$ cat src/rtl/vli_encoder_pkg.sv
// Shared constants and types for the JPEG VLI encode path.
package vli_encoder_pkg;

    localparam int unsigned VLI_COEF_W   = 12;
    localparam int unsigned VLI_SIZE_W   = 4;
    localparam int unsigned VLI_SYM_W    = 11;
    localparam int unsigned VLI_MAX_SIZE = 11;

    // Category plus additional bits, as consumed by the bit packer.
    typedef struct packed {
        logic [3:0]  size;
        logic [10:0] symbol;
    } vli_sym_t;

    // Mirror an 11-bit field so the code MSB lands in bit 0.
    function automatic logic [10:0] bit_reverse(input logic [10:0] x);
        logic [10:0] r;
        for (int i = 0; i < 11; i++) begin
            r[i] = x[10 - i];
        end
        return r;
    endfunction

endpackage

$ cat src/rtl/vli_size_calc.sv
// Leading-one detect: JPEG size category of an 11-bit magnitude.
module vli_size_calc
    import vli_encoder_pkg::*;
(
    input  logic [VLI_SYM_W-1:0]  magnitude,
    output logic [VLI_SIZE_W-1:0] size
);

    // Highest set bit wins; zero magnitude gives category 0.
    always_comb begin
        size = '0;
        for (int i = 0; i < int'(VLI_SYM_W); i++) begin
            if (magnitude[i]) begin
                size = 4'(i + 1);
            end
        end
    end

endmodule

$ cat src/rtl/vli_encoder.sv
// Two-stage streaming VLI encoder: coefficient in, (size, symbol) out.
module vli_encoder
    import vli_encoder_pkg::*;
#(
    parameter int unsigned COEF_W = VLI_COEF_W,
    parameter int unsigned SIZE_W = VLI_SIZE_W,
    parameter int unsigned SYM_W  = VLI_SYM_W
) (
    input  logic              clock,
    input  logic              reset,
    input  logic              clear,
    input  logic              in_valid,
    output logic              in_ready,
    input  logic [COEF_W-1:0] in_value,
    output logic              out_valid,
    input  logic              out_ready,
    output logic [SIZE_W-1:0] out_size,
    output logic [SYM_W-1:0]  out_symbol,
    output logic              out_clamped
);

    logic             a_valid;
    logic             a_neg;
    logic [SYM_W-1:0] a_mag;
    logic             a_clamp;

    logic             b_valid;
    vli_sym_t         b_sym;
    logic             b_clamped;

    logic             a_adv;
    logic             b_adv;
    logic             accept;

    logic             neg_in;
    logic             clamp_in;
    logic [SYM_W-1:0] mag_in;

    logic [SIZE_W-1:0] size_d;
    logic [SYM_W-1:0]  mask_d;
    logic [SYM_W-1:0]  code_d;
    vli_sym_t          sym_d;

    assign b_adv    = !b_valid || out_ready;
    assign a_adv    = !a_valid || b_adv;
    assign in_ready = a_adv && !clear;
    assign accept   = in_valid && in_ready;

    // Stage A input decode: sign, magnitude, and clamp of the one unencodable value.
    always_comb begin
        neg_in   = in_value[COEF_W-1];
        clamp_in = (in_value == {1'b1, {(COEF_W-1){1'b0}}});
        if (clamp_in) begin
            mag_in = '1;
        end else if (neg_in) begin
            mag_in = ~in_value[SYM_W-1:0] + 1'b1;
        end else begin
            mag_in = in_value[SYM_W-1:0];
        end
    end

    vli_size_calc u_size_calc (
        .magnitude (a_mag),
        .size      (size_d)
    );

    // Stage B encode: negative values send the ones-complement, then MSB-first reorder.
    always_comb begin
        mask_d        = ~({SYM_W{1'b1}} << size_d);
        code_d        = a_neg ? (~a_mag & mask_d) : a_mag;
        sym_d.size    = size_d;
        sym_d.symbol  = bit_reverse(code_d) >> (SYM_W - size_d);
    end

    // Stage A registers; clear drops the valid bit but leaves payload stale.
    always_ff @(posedge clock or posedge reset) begin
        if (reset) begin
            a_valid <= 1'b0;
            a_neg   <= 1'b0;
            a_mag   <= '0;
            a_clamp <= 1'b0;
        end else begin
            if (clear) begin
                a_valid <= 1'b0;
            end else if (a_adv) begin
                a_valid <= accept;
            end
            if (accept) begin
                a_neg   <= neg_in;
                a_mag   <= mag_in;
                a_clamp <= clamp_in;
            end
        end
    end

    // Stage B registers drive the outputs; payload only moves when B advances.
    always_ff @(posedge clock or posedge reset) begin
        if (reset) begin
            b_valid   <= 1'b0;
            b_sym     <= '0;
            b_clamped <= 1'b0;
        end else begin
            if (clear) begin
                b_valid <= 1'b0;
            end else if (b_adv) begin
                b_valid <= a_valid;
            end
            if (b_adv && a_valid && !clear) begin
                b_sym     <= sym_d;
                b_clamped <= a_clamp;
            end
        end
    end

    assign out_valid   = b_valid;
    assign out_size    = b_sym.size;
    assign out_symbol  = b_sym.symbol;
    assign out_clamped = b_clamped;

endmodule
$ cat config.mk
export PLATFORM = sky130hd
export DESIGN_NAME = vli_encoder
export DESIGN_NICKNAME = d
export VERILOG_FILES = /design/src/rtl/vli_encoder_pkg.sv /design/src/rtl/vli_size_calc.sv /design/src/rtl/vli_encoder.sv
export SDC_FILE = /design/constraint.sdc
export NUM_CORES = 1
export LEC_CHECK = 0
export CAP_MARGIN = 20
export CORE_MARGIN = 1
export CORE_UTILIZATION = 40
export DETAILED_ROUTE_END_ITERATION = 6
export GPL_TIMING_DRIVEN = 0
export SETUP_SLACK_MARGIN = 0.5
export SKIP_CTS_REPAIR_TIMING = 1
export SLEW_MARGIN = 25
export SYNTH_ARGS = -nofsm -noshare
export SYNTH_HDL_FRONTEND = slang
export SYNTH_SLANG_ARGS = --single-unit
export TNS_END_PERCENT = 20
$ cat constraint.sdc
create_clock -name clock -period 6.8 [get_ports clock]
set_input_delay 1.02 -clock clock [delete_from_list [all_inputs] [get_ports clock]]
set_output_delay 1.02 -clock clock [all_outputs]
set_load 0.02 [all_outputs]
After elaboration in Yosys (flattened, before gate mapping)
Index checks and enable logic that the tools add are counted.
{"block": "word_totals", "input_bits": 17, "wordCells": 46, "ff_bits": 31, "output_inout_bits": 18}
{"block": "classes", "n_reduce_logical": 11, "n_eq_ne": 1, "n_shift": 2, "n_bitwise": 4, "mux": 18, "n_addsub": 2}
{"operator": "$mux W11", "n": 3}
{"operator": "$not A11 Y11", "n": 3}
{"operator": "$shr A11 B32 Y11", "n": 1}
{"operator": "$mux W4", "n": 4}
{"operator": "$eq A12 B12 Y1 const B", "n": 1}
{"operator": "$mux W3", "n": 4}
{"operator": "$add A11 B1 Y11 const B", "n": 1}
{"operator": "$and A11 B11 Y11", "n": 1}
{"operator": "$shl A11 B4 Y11 const A", "n": 1}
{"operator": "$mux W1", "n": 5}
{"operator": "$sub A4 B4 Y5 const A", "n": 1}
{"operator": "$logic_and A1 B1 Y1", "n": 4}
{"operator": "$mux W2", "n": 2}
{"operator": "$reduce_bool A2 Y1", "n": 2}
{"operator": "$logic_not A1 Y1", "n": 3}
{"operator": "$logic_or A1 B1 Y1", "n": 2}

Depth between registers and ports, before layout
{"block": "depth", "depth_word": 16, "depth_mapped": 12, "mapped_depth_nobuf": 10}

Hierarchy
A second synthesis with hierarchy kept.
{"block": "unflattened", "cells_unflattened": 233, "area_unflattened_um2": 2039.5}
{"module": "vli_encoder", "cells_each": 215, "n_inst": 1, "area_per_inst_um2": 1946.9, "seq_area_each_um2": 775.7}
{"module": "vli_size_calc", "cells_each": 18, "n_inst": 1, "area_per_inst_um2": 92.6, "seq_area_each_um2": 0.0}

Worst setup path after synthesis
Ideal clock, no wire load.
{"block": "synth_path", "path_kind": "input-to-reg", "from": "input in_value[0]", "to": "register a_mag[4]", "n_path_buf": 1, "setup_time_ns": 0.083, "required_ns": 6.717, "setup_slack_ns": 3.990, "arrival_ns": 2.727, "stages": 9, "cell_sequence": "inv_1 -> ha_1 -> nand2_1 -> or3_1 -> or3_1 -> or3_1 -> o31a_1 -> buf_6 -> a22oi_2"}
{"block": "synth_between", "elab_chain_len": 4, "elab_cells_between_ends": 5, "cone_classes": "add/sub: 1; eq/ne: 1; mux: 2; bitwise: 1"}
{"item": "start: declaration", "line": "vli_encoder.sv:14", "rtl": "input logic [COEF_W-1:0] in_value,"}
{"item": "$not A11 Y11", "line": "vli_encoder.sv:56", "rtl": "mag_in = ~in_value[SYM_W-1:0] + 1'b1;"}
{"item": "$add A11 B1 Y11", "line": "vli_encoder.sv:56"}
{"item": "$mux W11", "line": "vli_encoder.sv:55", "rtl": "end else if (neg_in) begin"}
{"item": "$mux W11 *", "line": "vli_encoder.sv:53", "rtl": "if (clamp_in) begin"}
{"item": "end signal: assignment", "line": "vli_encoder.sv:90", "rtl": "a_mag <= mag_in;"}
{"item": "end: declaration", "line": "vli_encoder.sv:24", "rtl": "logic [SYM_W-1:0] a_mag;"}
Mark *: on every way between the ends. The rest lies on a longest branch, timed or not.
A chain may end at the register's enable or synchronous reset.

Final worst setup path
{"block": "layout_path", "from": "input out_ready", "to": "output in_ready"}
{"block": "layout_between", "elab_chain_len": 3}
{"item": "start: declaration", "line": "vli_encoder.sv:16", "rtl": "input logic out_ready,"}
{"item": "$logic_or A1 B1 Y1", "line": "vli_encoder.sv:44", "rtl": "assign b_adv = !b_valid || out_ready;"}
{"item": "$logic_or A1 B1 Y1", "line": "vli_encoder.sv:45", "rtl": "assign a_adv = !a_valid || b_adv;"}
{"item": "$logic_and A1 B1 Y1", "line": "vli_encoder.sv:46", "rtl": "assign in_ready = a_adv && !clear;"}
{"item": "end: declaration", "line": "vli_encoder.sv:13", "rtl": "output logic in_ready,"}
Every way passes these cells.

==> out/qor.yml <==
yosys:
  synthAdderAreaFrac: 0.0173
  yosys.cell_count.top_type: "nor2_1"
  synth_edf_count: 0
  synthMuxAreaShare: 0.0687
  synth_top_cell_area_share: 0.358
  synth_seq_cells: 31
  synthesis.area_um2: 2170
  synth_cell_types: 54
  synthTopCellsByCount: "34 x nor2_1, 31 x dfrtp_1, 26 x nand2_1"
  synth_top_area_cell: "dfrtp_1"
  synth-compound-area-share: 0.226
  seq_area_frac_synth: 0.358
  synth-simple-area-share: 0.220
  ys_async_sr_fraction: 1.00
  postSynthAreaPerCell_um2: 8.71
  dominantRegCellSynth: "dfrtp_1"
  synthesis.nets: 269
  syn_inst: 249
  synthXorXnorAreaFrac: 0.0525
  synth_area_leaders: "dfrtp_1 36%, nor2_1 5.9%, nand2_1 4.5%"
  synth_top_family_by_area: "compound AO/OA/AOI/OAI gates"
  ys.warnings.count: 0
drt:
  ant_nets: 0
  drt_iter0_markers: 142
  drtPass1Iterations: 5
  viasPerCell: 5.39
  drc: 0
  wire_per_inst_um: 14.1
  vias: 1946
  routed_wl_mm: 5.09
placement:
  gp_congestion: 0.914
  dp_hpwl_mm: 3.92
  io_buffer_count: 34
timing:
  tightest_slew_ps: 722
  hold_viol_final: 0
  relSlewSlack: 0.516
  fin_worst_hold_slack_ps: 476
  rsz0062_at_grt: "false"
  period_share: 0.502
  max_freq_mhz: 293
  setup_viol: 0
  drv_slew: 0
  finalCriticalPeriod_ps: 3410
  fin_skew_ps: 4.32
  tns_ps: 0
worst_hold_path:
  holdPathEnd: "out_symbol[7]"
  min_from: "out_symbol[7]"
  whs_path_depth: 2
  hold_path.class: "reg -> reg"
worst_setup_path:
  cp_cell_sequence: "clkdlybuf4s50_1, nor2b_1, a21oi_1, clkdlybuf4s50_1"
  path_max_fanout: 4
  cp_slowest_stage_delay_ps: 640
  cp-startpoint: "out_ready"
  worstPathRequired_ps: 5780
  crit_arrival_ps: 2390
  crit_path_start_kind: "input pin"
  r2r_start: "a_mag[3]"
  critPathCaptureType: "output pin"
  crit_path_frequent_cell: "clkdlybuf4s50_1"
  r2r_setup_slack_ps: 3510
  slowest_stage: "clkdlybuf4s50_1"
  worstRegToRegCells: 11
  r2r_end: "out_symbol[2]"
  crit_type: "in -> out"
cts:
  cts.sinks: 31
  root_buffer: "clkbuf_8"
  ctsHtreeMaxLevel: 2
  cts_made_buffers: 5
  insertion_delay_ps: 290
  clockBufferDepth: 2
  cts_tree: "built"
  cts.clk_slew.worst_paths_ps: 60
floorplanning:
  core_region_area_um2: 5170
  io_pins: 35
  die_h_um: 75.6
  die-area_um2: 5720
  start_util: 0.419
  num_rows: 26
  die_w_um: 75.6
power_and_ir_drop:
  power_leakage_nw: 1.12
  ir_worst_vdd_uv: 94.0
  swShare: 0.369
  pwr-share-clk: 0.212
  power_density_nw_per_um2: 278
  p_sw_uw: 276
  seqPwrFrac: 0.345
  internal_power_uw: 473
  p_comb_frac: 0.444
cells_and_area:
  multi_input_area_um2: 1270
  syn_to_final_growth_pct: 24.4
  antenna_cells: 0
  regArea_um2: 776
  fin_nets: 310
  n_fill_cell: 524
  utilization: 0.521
  drive_above_1_share: 0.120
global_routing:
  grt_max_degree: 32
  grt_pass1_wl_mm: 8.65
  antenna_found_initial: 0
  track_usage: 0.205
  grt_pass1_vias: 1842
  gr-total-overflow: 0
status:
  outcome: "finished clean"
run:
  maxCapViolations: 0
[cell families (layout without fill, tap and decap cells)]
logic type / count (synthesis) / in the layout
adder cells (fa/ha/maj): 3 / 3
AND/OR/NAND/NOR: 97 / 97
AO/OA/AOI/OAI: 68 / 68
multiplexers: 12 / 12
flip-flops: 31 / 31
buffers and inverters: 25 / 67
XOR/XNOR: 13 / 13
[stage by stage]
stage               power [mW]  instance area, µm²  instances  setup WS [ps]
global route             0.801                2700        361           3180
CTS                      0.755                2700        361           3370
detailed placement       0.594                2600        353           3360
floorplan                0.473                2170        249           3990
finish                   0.750                2700        361           3390
global placement         0.589                2600        353           3360
[layer usage]
metal	track usage	wire length [µm]	vias up
met5	0	0	-
met4	0.0802	62	0
met3	0.0450	202	7
met2	0.358	2580	54
met1	0.245	2240	904
li1	-	-	981
[final cells by class]
class	instances	area share
Buffer	14	0.0311
Clock buffer	8	0.0371
Inverter	11	0.0153
Multi-Input combinational cell	193	0.470
Sequential cell	31	0.288
Tap cell	70	0.0325
Timing Repair Buffer	34	0.126
[cells in the final DEF (no fill, tap or decap), types with 4 or more instances in the layout]
cell type	count
nor3_1	6
clkbuf_1	7
nand2_1	26
clkdlybuf4s50_1	34
inv_1	9
nor2b_1	6
buf_2	4
a21oi_2	5
clkbuf_8	7
nand2b_1	4
o31ai_1	6
mux2i_1	7
o21ai_0	14
nor2_1	34
or3_1	5
nand3_1	4
dfrtp_1	31
a221oi_1	4
a21oi_1	10
xor2_1	10
a22oi_1	5
[power by group through the flow]
stage	clock network (mW)	logic [mW]	registers, mW
after CTS	0.163	0.332	0.260
final	0.159	0.332	0.258
after detailed placement	0	0.331	0.263
after floorplan	0	0.178	0.294
after global routing	0.169	0.368	0.265
after global placement	0	0.329	0.261
[critical path, delay by kind of cell]
family	cells	cell delay (ps)
buf+inv	2	1090
simple gates	1	70
compound gates	1	210
[how the worst max path moves through the flow]
stage | endpoint | slack (ps) | cells past startpoint
6_report | in_ready | 3390 | 4
5_1_grt | out_symbol[2] | 3180 | 11
4_1_cts | in_ready | 3370 | 4
3_5_place_dp | a_mag[9] | 3360 | 10
3_3_place_gp | a_mag[8] | 3360 | 10
2_1_floorplan | a_mag[4] | 3990 | 9
[state kept, by name, indices dropped and copies added (netlist names)]
name / count
out_size: 4
a_neg: 1
out_symbol: 11
out_valid: 1
a_valid: 1
a_clamp: 1
a_mag: 11
out_clamped: 1
No activity file was read; power rests on OpenSTA's default activity.
